<file path="src/rtl/uart_pkg.sv">
// Shared UART definitions: FSM state encoding, bit-timing helper and default
// line settings used by both uart_rx and uart_tx.
// Optional feature macro: UART_RX_PARITY_EN adds the PARITY state.
package uart_pkg;

    localparam int DEFAULT_BIT_RATE     = 9600;
    localparam int DEFAULT_PAYLOAD_BITS = 8;

`ifdef UART_RX_PARITY_EN
    typedef enum logic [2:0] {
        ST_IDLE   = 3'd0,
        ST_START  = 3'd1,
        ST_DATA   = 3'd2,
        ST_PARITY = 3'd3,
        ST_STOP   = 3'd4
    } uart_state_t;
`else
    typedef enum logic [1:0] {
        ST_IDLE  = 2'd0,
        ST_START = 2'd1,
        ST_DATA  = 2'd2,
        ST_STOP  = 2'd3
    } uart_state_t;
`endif

    // Whole clock cycles per serial bit (truncating division).
    function automatic int cycles_per_bit(input int clk_hz, input int bit_rate);
        return clk_hz / bit_rate;
    endfunction

endpackage

</file>
<file path="src/rtl/sync_2ff.sv">
// Two-flop synchronizer for an asynchronous, idle-high serial line.
// Both stages reset to 1 so a reset never looks like a start edge.
module sync_2ff (
    input  logic clk,
    input  logic reset,
    input  logic d,
    output logic q
);

    logic meta_r;
    logic sync_r;

    // Two-stage capture of the asynchronous input.
    always_ff @(posedge clk or posedge reset) begin
        if (reset) begin
            meta_r <= 1'b1;
            sync_r <= 1'b1;
        end else begin
            meta_r <= d;
            sync_r <= meta_r;
        end
    end

    assign q = sync_r;

endmodule

</file>
<file path="src/rtl/uart_rx.sv">
// UART receiver: start-edge detect, midpoint sampling, LSB-first payload,
// break and framing-error detection. Frames: start + payload + stop.
// Optional feature macro: UART_RX_PARITY_EN adds an even-parity bit after the
// payload and the uart_rx_parity_err output.
module uart_rx
    import uart_pkg::*;
#(
    parameter int CLK_HZ       = 50000000,
    parameter int BIT_RATE     = DEFAULT_BIT_RATE,
    parameter int PAYLOAD_BITS = DEFAULT_PAYLOAD_BITS
) (
    input  logic                    clk,
    input  logic                    reset,
    input  logic                    uart_rxd,
    input  logic                    uart_rx_en,
    output logic [PAYLOAD_BITS-1:0] uart_rx_data,
    output logic                    uart_rx_valid,
    output logic                    uart_rx_break,
`ifdef UART_RX_PARITY_EN
    output logic                    uart_rx_parity_err,
`endif
    output logic                    uartbusy
);

    localparam int CPB     = cycles_per_bit(CLK_HZ, BIT_RATE);
    localparam int TIMER_W = $clog2(CPB) + 1;
    localparam int CNT_W   = $clog2(PAYLOAD_BITS) + 1;

    localparam logic [TIMER_W-1:0] HALF_END_C = TIMER_W'(CPB / 2 - 1);
    localparam logic [TIMER_W-1:0] BIT_END_C  = TIMER_W'(CPB - 1);
    localparam logic [CNT_W-1:0]   LAST_BIT_C = CNT_W'(PAYLOAD_BITS - 1);

    uart_state_t             state_r;
    uart_state_t             state_nxt_s;
    logic                    rxd_s;
    logic                    rxd_prev_r;
    logic [TIMER_W-1:0]      timer_r;
    logic [PAYLOAD_BITS-1:0] shift_r;
    logic [CNT_W-1:0]        bit_cnt_r;
    logic                    fall_s;
    logic                    half_tick_s;
    logic                    bit_tick_s;
    logic                    last_bit_s;
    logic                    sample_s;
    logic                    stop_sample_s;
    logic                    valid_nxt_s;
    logic                    break_nxt_s;
`ifdef UART_RX_PARITY_EN
    logic                    parity_bit_r;
    logic                    parity_ok_s;
    logic                    perr_nxt_s;

    // Even parity: payload XOR parity bit must be zero.
    function automatic logic even_parity(input logic [PAYLOAD_BITS-1:0] v);
        return ^v;
    endfunction
`endif

    sync_2ff u_sync (
        .clk   (clk),
        .reset (reset),
        .d     (uart_rxd),
        .q     (rxd_s)
    );

    assign fall_s      = rxd_prev_r & ~rxd_s;
    assign half_tick_s = (timer_r == HALF_END_C);
    assign bit_tick_s  = (timer_r == BIT_END_C);
    assign last_bit_s  = (bit_cnt_r == LAST_BIT_C);

    // FSM state register.
    always_ff @(posedge clk or posedge reset) begin
        if (reset) begin
            state_r <= ST_IDLE;
        end else begin
            state_r <= state_nxt_s;
        end
    end

    // FSM next-state logic; dropping the enable aborts any frame in progress.
    always_comb begin
        state_nxt_s = state_r;
        case (state_r)
            ST_IDLE: begin
                if (uart_rx_en && fall_s) state_nxt_s = ST_START;
                else                      state_nxt_s = ST_IDLE;
            end
            ST_START: begin
                if (!uart_rx_en)      state_nxt_s = ST_IDLE;
                else if (half_tick_s) state_nxt_s = rxd_s ? ST_IDLE : ST_DATA;
                else                  state_nxt_s = ST_START;
            end
            ST_DATA: begin
                if (!uart_rx_en)                   state_nxt_s = ST_IDLE;
`ifdef UART_RX_PARITY_EN
                else if (bit_tick_s && last_bit_s) state_nxt_s = ST_PARITY;
`else
                else if (bit_tick_s && last_bit_s) state_nxt_s = ST_STOP;
`endif
                else                               state_nxt_s = ST_DATA;
            end
`ifdef UART_RX_PARITY_EN
            ST_PARITY: begin
                if (!uart_rx_en)     state_nxt_s = ST_IDLE;
                else if (bit_tick_s) state_nxt_s = ST_STOP;
                else                 state_nxt_s = ST_PARITY;
            end
`endif
            ST_STOP: begin
                if (!uart_rx_en)     state_nxt_s = ST_IDLE;
                else if (bit_tick_s) state_nxt_s = ST_IDLE;
                else                 state_nxt_s = ST_STOP;
            end
            default: state_nxt_s = ST_IDLE;
        endcase
    end

    // FSM output decode: sample strobes and next values of the output pulses.
    always_comb begin
        case (state_r)
            ST_START: sample_s = half_tick_s;
            ST_DATA:  sample_s = bit_tick_s;
`ifdef UART_RX_PARITY_EN
            ST_PARITY: sample_s = bit_tick_s;
`endif
            ST_STOP:  sample_s = bit_tick_s;
            default:  sample_s = 1'b0;
        endcase
        stop_sample_s = (state_r == ST_STOP) && uart_rx_en && bit_tick_s;
`ifdef UART_RX_PARITY_EN
        parity_ok_s = (even_parity(shift_r) == parity_bit_r);
        valid_nxt_s = stop_sample_s && rxd_s && parity_ok_s;
        perr_nxt_s  = stop_sample_s && rxd_s && !parity_ok_s;
`else
        valid_nxt_s = stop_sample_s && rxd_s;
`endif
        break_nxt_s = stop_sample_s && !rxd_s && (shift_r == '0);
    end

    // Bit timer, edge-detect history, payload shifter and bit counter.
    always_ff @(posedge clk or posedge reset) begin
        if (reset) begin
            rxd_prev_r <= 1'b1;
            timer_r    <= '0;
            shift_r    <= '0;
            bit_cnt_r  <= '0;
`ifdef UART_RX_PARITY_EN
            parity_bit_r <= 1'b0;
`endif
        end else begin
            rxd_prev_r <= rxd_s;
            if ((state_r == ST_IDLE) || sample_s) timer_r <= '0;
            else                                  timer_r <= timer_r + TIMER_W'(1);
            if ((state_r == ST_DATA) && sample_s) begin
                shift_r   <= {rxd_s, shift_r[PAYLOAD_BITS-1:1]};
                bit_cnt_r <= bit_cnt_r + CNT_W'(1);
            end else if (state_r != ST_DATA) begin
                bit_cnt_r <= '0;
            end else begin
                bit_cnt_r <= bit_cnt_r;
            end
`ifdef UART_RX_PARITY_EN
            if ((state_r == ST_PARITY) && sample_s) parity_bit_r <= rxd_s;
            else                                    parity_bit_r <= parity_bit_r;
`endif
        end
    end

    // Registered outputs: data holds between valid frames, pulses last one cycle.
    always_ff @(posedge clk or posedge reset) begin
        if (reset) begin
            uart_rx_data  <= '0;
            uart_rx_valid <= 1'b0;
            uart_rx_break <= 1'b0;
            uartbusy      <= 1'b0;
`ifdef UART_RX_PARITY_EN
            uart_rx_parity_err <= 1'b0;
`endif
        end else begin
            if (valid_nxt_s) uart_rx_data <= shift_r;
            else             uart_rx_data <= uart_rx_data;
            uart_rx_valid <= valid_nxt_s;
            uart_rx_break <= break_nxt_s;
            uartbusy      <= (state_nxt_s != ST_IDLE);
`ifdef UART_RX_PARITY_EN
            uart_rx_parity_err <= perr_nxt_s;
`endif
        end
    end

endmodule
</file>
<file path="config.mk">
export PLATFORM = sky130hd
export DESIGN_NAME = uart_rx
export DESIGN_NICKNAME = d
export VERILOG_FILES = /design/src/rtl/uart_pkg.sv /design/src/rtl/sync_2ff.sv /design/src/rtl/uart_rx.sv
export SDC_FILE = /design/constraint.sdc
export NUM_CORES = 1
export LEC_CHECK = 0
export ABC_AREA = 0
export CELL_PAD_IN_SITES_DETAIL_PLACEMENT = 0
export CELL_PAD_IN_SITES_GLOBAL_PLACEMENT = 1
export CORE_AREA = 3 3 72 74
export DETAILED_ROUTE_END_ITERATION = 12
export DIE_AREA = 0 0 75 77
export GPL_TIMING_DRIVEN = 0
export PLACE_DENSITY = 0.74
export SETUP_SLACK_MARGIN = 0.4
export SYNTH_ARGS = -nofsm -noshare
export SYNTH_HDL_FRONTEND = slang
export SYNTH_SLANG_ARGS = --single-unit
</file>
<file path="constraint.sdc">
create_clock -name clk -period 1.9 [get_ports clk]
set_clock_uncertainty 0.2 [all_clocks]
set_input_delay 0.285 -clock clk [delete_from_list [all_inputs] [get_ports clk]]
set_output_delay 0.285 -clock clk [all_outputs]
set_load 0.005 [all_outputs]
</file>
==> impl_metrics.env, run 1 <==
export IMPL_outcome="complete, but fails checks"
export IMPL_violations="setup timing"
export IMPL_cts_tree="done"
export IMPL_fin_crit_sh_pct=113.4
export IMPL_hold_path_class="reg2reg"
export IMPL_ir_drop_mv=0.4596
export IMPL_drt_pass1_iter_count=4
export IMPL_cp_arrival_ns=2.13
export IMPL_synth_top_area_share_pct=51.90
export IMPL_yosysMostFrequentCell="dfrtp_1"
export IMPL_h_tree_depth=2
export IMPL_path_buf_inv=2
export IMPL_dpl_cell_count=225
export IMPL_drt_initial_drc_count=72
export IMPL_rows=25
export IMPL_drv_slew=0
export IMPL_utilization_pct=51.60
export IMPL_synth_common_cells="dfrtp_1, nor2_1, mux2_2"
export IMPL_r2r_start="timer_r[0]"
export IMPL_gp_congestion=0.7795
export IMPL_synth_main_ff_cell="dfrtp_1"
export IMPL_antenna_found_initial=0
export IMPL_max_slew_worst_pin_slew_ns=0.8530
export IMPL_port_buffers=14
export IMPL_initial_core_util_pct=40.35
export IMPL_end_kind="register"
export IMPL_crit_type="reg2reg"
export IMPL_viasPerCell=5.327
export IMPL_crit_end="shift_r[7]"
export IMPL_drt_wirelength_per_cell_um=14.87
export IMPL_ios=15
export IMPL_power_density_nw_per_um2=653.5
export IMPL_slowest_delay_ns=0.36
export IMPL_clkTransAtPathRegs_ns=0.08
export IMPL_grt_max_degree=43
export IMPL_async_flop_share_pct=100.0
export IMPL_synth_edff_count=0
export IMPL_regToRegEndpoint="shift_r[7]"
export IMPL_vias=1321
export IMPL_cts_root_buf="clkbuf_8"
export IMPL_rrSetupSlack_ns=-0.26
export IMPL_die_x_um=75
export IMPL_cts_buffers=5
export IMPL_rsz0062_at_grt="true"
export IMPL_drc_errors=0
export IMPL_finalHoldViolCount=0
export IMPL_path_depth=7
export IMPL_ff2ff_path_depth=7
export IMPL_synth_area_leaders="dfrtp_1, mux2_2, xor2_1"
export IMPL_cts_max_path_buffers=2
export IMPL_critical_path_max_fanout=8
export IMPL_synth_ff_latch_count=42
export IMPL_syn_nets=163
export IMPL_routed_wl_um=3687
export IMPL_syn_area_per_cell_sq_um=11.98
export IMPL_clock_fmax_mhz=463.9
export IMPL_post_synth_num_cell_types=40
export IMPL_grt_pass1_wl_um=6637
export IMPL_area_growth_pct=27.88
export IMPL_max_slew_margin_pct=43.05
export IMPL_path_delay_family="simple AND/OR/NAND/NOR gates"
export IMPL_dp_hpwl_um=2401
export IMPL_synth_cells=157
export IMPL_core_area_sq_um=4661
export IMPL_setup_viol=36
export IMPL_yosys_area_top_type="dfrtp_1"
export IMPL_grt_usage_pct=14.94
export IMPL_cts_sinks=42
export IMPL_period_needed_ns=2.155
export IMPL_netlist_area_sq_um=1881
export IMPL_dieArea_sq_um=5775
export IMPL_post_layout_nonfiller_instances=248
export IMPL_grt_pass1_vias=1440
export IMPL_slowest_stage="dfrtp_1"
export IMPL_num_antenna_cells=0
export IMPL_place_area_sq_um=2135
export IMPL_clock_latency_ns=0.29
export IMPL_cp_start_kind="register"
export IMPL_fin_ws_ns=-0.2555
export IMPL_worst_hold_path_num_cells=0
export IMPL_path_cells="ha_2 -> buf_6 -> nor4b_4 -> nand4b_4 -> buf_8 -> nor2_8 -> mux2_2"
export IMPL_synth_warnings=0
export IMPL_ant_nets=0
export IMPL_cp_required_ns=1.88
export IMPL_crit_path_start="timer_r[0]"
export IMPL_nets=199
export IMPL_drive_gt1_share_pct=32.99
export IMPL_cap_violations=0
export IMPL_synth_seq_area_share_pct=56.09
export IMPL_power_leakage_nw=1.157
export IMPL_die_h_um=77
export IMPL_fin_area_sq_um=2405
export IMPL_grt_ovfl_total=0
how the worst min path moves through the flow:
stage | start | to
global placement | u_sync.meta_r | u_sync.q
CTS | u_sync.meta_r | u_sync.q
floorplan | uart_rxd | u_sync.meta_r
detailed placement | u_sync.meta_r | u_sync.q
global route | u_sync.meta_r | u_sync.q
finish | u_sync.meta_r | u_sync.q
report_power, final:
group,internal [W],switching [W],leakage [nW],total (W)
sequential,0.000906,0.00000641,0.574,0.000912
clock,0.000292,0.000297,0.0472,0.000589
combinational,0.0000288,0.0000422,0.536,0.0000710
total,0.00123,0.000345,1.16,0.00157
per-stage QoR:
stage          power [W]  setup WS (ns)  hold WS (ns)  setup TNS [ns]
6_report        0.001572        -0.2555        0.1573          -7.076
5_1_grt         0.001637        -0.3440        0.1636          -10.85
4_1_cts         0.001592        -0.2647        0.1581          -7.365
3_5_place_dp   0.0009864        -0.4140        0.1468          -10.23
3_3_place_gp   0.0009837        -0.3883        0.1460          -23.67
2_1_floorplan  0.0009622       -0.07797       0.08948          -1.287
cell type report:
cell class	count	area, sq um
well taps	54	67.56
flip-flops and latches	42	1055
inverters	3	11.26
multi-input cells	106	872.1
fillers	404	2256
clock buffers	6	82.58
repair buffers	29	254.0
plain buffers	6	50.05
clock inverters	2	12.51
per-layer routing:
metal,track usage [%],part of all wire [%],up-vias
met5,0,0,-
met4,4.982,1.3,0
met3,4.325,3.6,6
met2,25.96,53,22
met1,17.08,42,665
li1,-,-,628
flip-flops by register name, summed over array words and instances (netlist names):
name / flops
uart_rx_valid: 1
uartbusy: 1
u_sync.q: 1
uart_rx_break: 1
state_r: 2
uart_rx_data: 8
rxd_prev_r: 1
bit_cnt_r: 4
shift_r: 8
timer_r: 14
u_sync.meta_r: 1
placed cells by master (no fill, tap or decap), types with 2 or more instances in the layout:
master,Yosys,final
nor2_4,0,2
nor2_2,1,6
nor2_1,17,10
dfrtp_1,39,39
buf_4,1,11
mux2_4,0,10
and4_1,2,2
xor2_1,11,11
nand3b_1,2,2
clkbuf_8,0,6
dfstp_2,3,3
nand2_1,9,9
clkdlybuf4s50_1,0,3
dlygate4sd2_1,0,11
nor4_1,2,2
a21oi_1,3,3
nor2b_1,2,2
buf_6,1,6
or3_1,2,2
nand4_1,7,7
inv_1,3,2
and3_1,2,2
a22oi_2,0,2
and2_1,2,2
nand3_1,7,7
mux2_2,16,6
repair_timing:
action	CTS	global route
pin swaps	17	3
endpoints found under the hold margin	0	0
resized for setup	32	3
hold buffers	0	0
gates cloned	1	0
endpoints found under the setup margin	50	39
buffers inserted	14	0
kinds of logic (layout without fill, tap and decap cells):
logic type               Yosys count  count (layout)  share of synthesized area [%]
adder cells (fa/ha/maj)            2               2                          1.330
AO/OA/AOI/OAI                      9               9                          2.994
flip-flops                        42              42                          56.09
multiplexers                      17              17                          10.11
AND/OR/NAND/NOR                   66              66                          21.36
buffers and inverters              9              46                          2.528
XOR/XNOR                          12              12                          5.589
Power figures use the tool's default switching activity.
==> inputs of run 2 (changes only) <==
- SETUP_SLACK_MARGIN: 0.4 -> 0.05
==> run 2 against run 1 <==
Effect of this change: the run still ends with setup timing left; clock power shrank 7.5%; critical path depth shrank 2; routed wire length grew 0.95%; first-iteration DRC count shrank 14%; sequential cell count is the same; total power shrank 2.4%; die area is the same; maximum frequency grew 5.1%; sequential power is essentially flat; largest power group unchanged.
==> impl_metrics.env, run 2 (synthesis results as in run 1) <==
export IMPL_cp_start_kind="register"
export IMPL_num_antenna_cells=0
export IMPL_cts_root_buf="clkbuf_8"
export IMPL_fin_ws_ns=-0.1512
export IMPL_utilization_pct=51.30
export IMPL_seq_area_sq_um=1056
export IMPL_cts_tree="done"
export IMPL_power_leakage_nw=1.098
export IMPL_drt_pass1_iter_count=4
export IMPL_grt_pass1_vias=1355
export IMPL_finalHoldViolCount=0
export IMPL_max_slew_margin_pct=42.80
export IMPL_setup_viol=34
export IMPL_cp_required_ns=1.87
export IMPL_die_h_um=77
export IMPL_path_cells="nor4b_4 -> nand4b_4 -> buf_8 -> nor2_8 -> mux2_4"
export IMPL_cap_violations=0
export IMPL_period_needed_ns=2.051
export IMPL_ios=15
export IMPL_outcome="complete, but fails checks"
export IMPL_reg_largest_list="timer_r: 14 flops, shift_r: 8 flops, uart_rx_data: 8 flops"
export IMPL_critical_path_max_fanout=8
export IMPL_largest_reg_flops=14
export IMPL_final_cell_mix="dfrtp_1, nor2_1, mux2_4"
export IMPL_top_register="timer_r"
export IMPL_slowest_delay_ns=0.46
export IMPL_nets=197
export IMPL_area_growth_pct=27.15
export IMPL_r2r_start="timer_r[7]"
export IMPL_die_x_um=75
export IMPL_crit_path_start="timer_r[7]"
export IMPL_crit_type="reg2reg"
export IMPL_drt_initial_drc_count=62
export IMPL_clock_latency_ns=0.29
export IMPL_end_kind="register"
export IMPL_setup_tns_ns=-3.695
export IMPL_max_slew_worst_pin_slew_ns=0.8567
export IMPL_multi_input_area_sq_um=862.1
export IMPL_hold_ws_ns=0.1587
export IMPL_violations="setup timing"
export IMPL_drt_wirelength_per_cell_um=15.13
export IMPL_regToRegEndpoint="shift_r[0]"
export IMPL_rrSetupSlack_ns=-0.15
export IMPL_fin_area_sq_um=2391
export IMPL_grt_max_degree=43
export IMPL_initial_core_util_pct=40.35
export IMPL_num_fill_cells=407
export IMPL_routed_wl_um=3722
export IMPL_gp_congestion=0.7970
export IMPL_place_area_sq_um=2135
export IMPL_power_density_nw_per_um2=641.7
export IMPL_crit_end="shift_r[0]"
export IMPL_cts_sinks=42
export IMPL_grt_ovfl_total=0
export IMPL_vias=1279
export IMPL_port_buffers=14
export IMPL_ant_nets=0
export IMPL_drv_slew=0
export IMPL_cp_arrival_ns=2.03
export IMPL_hold_path_class="reg2reg"
export IMPL_slowest_stage="dfrtp_1"
export IMPL_cts_max_path_buffers=2
export IMPL_grt_pass1_wl_um=6389
export IMPL_drive_gt1_share_pct=27.60
export IMPL_fin_crit_sh_pct=108.0
export IMPL_core_area_sq_um=4661
export IMPL_rsz0062_at_grt="true"
export IMPL_dp_hpwl_um=2361
export IMPL_rows=25
export IMPL_grt_usage_pct=14.13
export IMPL_clock_fmax_mhz=487.5
export IMPL_cts_buffers=5
export IMPL_ir_drop_mv=0.4321
export IMPL_total_power_w=0.001534
export IMPL_ctsHoldBuffers=0
export IMPL_viasPerCell=5.199
export IMPL_h_tree_depth=2
export IMPL_ff2ff_path_depth=5
export IMPL_dieArea_sq_um=5775
export IMPL_antenna_found_initial=0
export IMPL_layout_commonest_cell="dfrtp_1"
export IMPL_drc_errors=0
export IMPL_clkTransAtPathRegs_ns=0.08
==> run 2: timing repair <==
item	4_1_cts	5_1_grt
cloned	1	0
pin swaps	6	5
resized for setup	8	12
setup buffers	10	3
setup endpoints to repair	36	39
==> run 2: cell type report <==
cell class | instances | share of cell area (%)
flip-flops and latches | 42 | 44.17
multi-input cells | 106 | 36.05
repair buffers | 28 | 11.41
clock buffers | 6 | 3.035
well taps | 54 | 2.826
plain buffers | 5 | 1.622
inverters | 3 | 0.4710
clock inverters | 2 | 0.4186
==> run 2: routing by layer <==
metal	global-route usage [%]	wire, um
met5	0	0
met4	5.338	24
met3	2.752	130
met2	22.13	1866
met1	19.01	1701
==> run 2: metrics by stage <==
stage	std cells	setup slack, ns
floorplan	157	-0.07797
global placement	225	-0.3856
detailed placement	225	-0.4533
CTS	244	-0.2185
global route	246	-0.2798
finish	246	-0.1512
==> run 2: worst max-delay path, delay by kind of cell, from the launching register on <==
| kind | cells | cell delay, ns |
|---|---|---|
| AND/OR/NAND/NOR | 3 | 0.77 |
| flip-flops | 1 | 0.46 |
| multiplexers | 1 | 0.33 |
| buffers and inverters | 1 | 0.19 |
==> run 2: worst min path at each step <==
stage,start,slack (ns),cells past startpoint,end
finish,u_sync.meta_r,0.16,0,u_sync.q
floorplan,uart_rxd,0.09,0,u_sync.meta_r
global placement,u_sync.meta_r,0.15,0,u_sync.q
global route,u_sync.meta_r,0.17,0,u_sync.q
detailed placement,u_sync.meta_r,0.15,0,u_sync.q
CTS,u_sync.meta_r,0.16,0,u_sync.q
==> run 2: report_power, final <==
| group | internal (W) | total (W) | switching (W) |
|---|---|---|---|
| logic | 0.0000346 | 0.0000770 | 0.0000424 |
| clock network | 0.000255 | 0.000545 | 0.000290 |
| registers | 0.000905 | 0.000912 | 0.00000655 |
| total | 0.00119 | 0.00153 | 0.000339 |
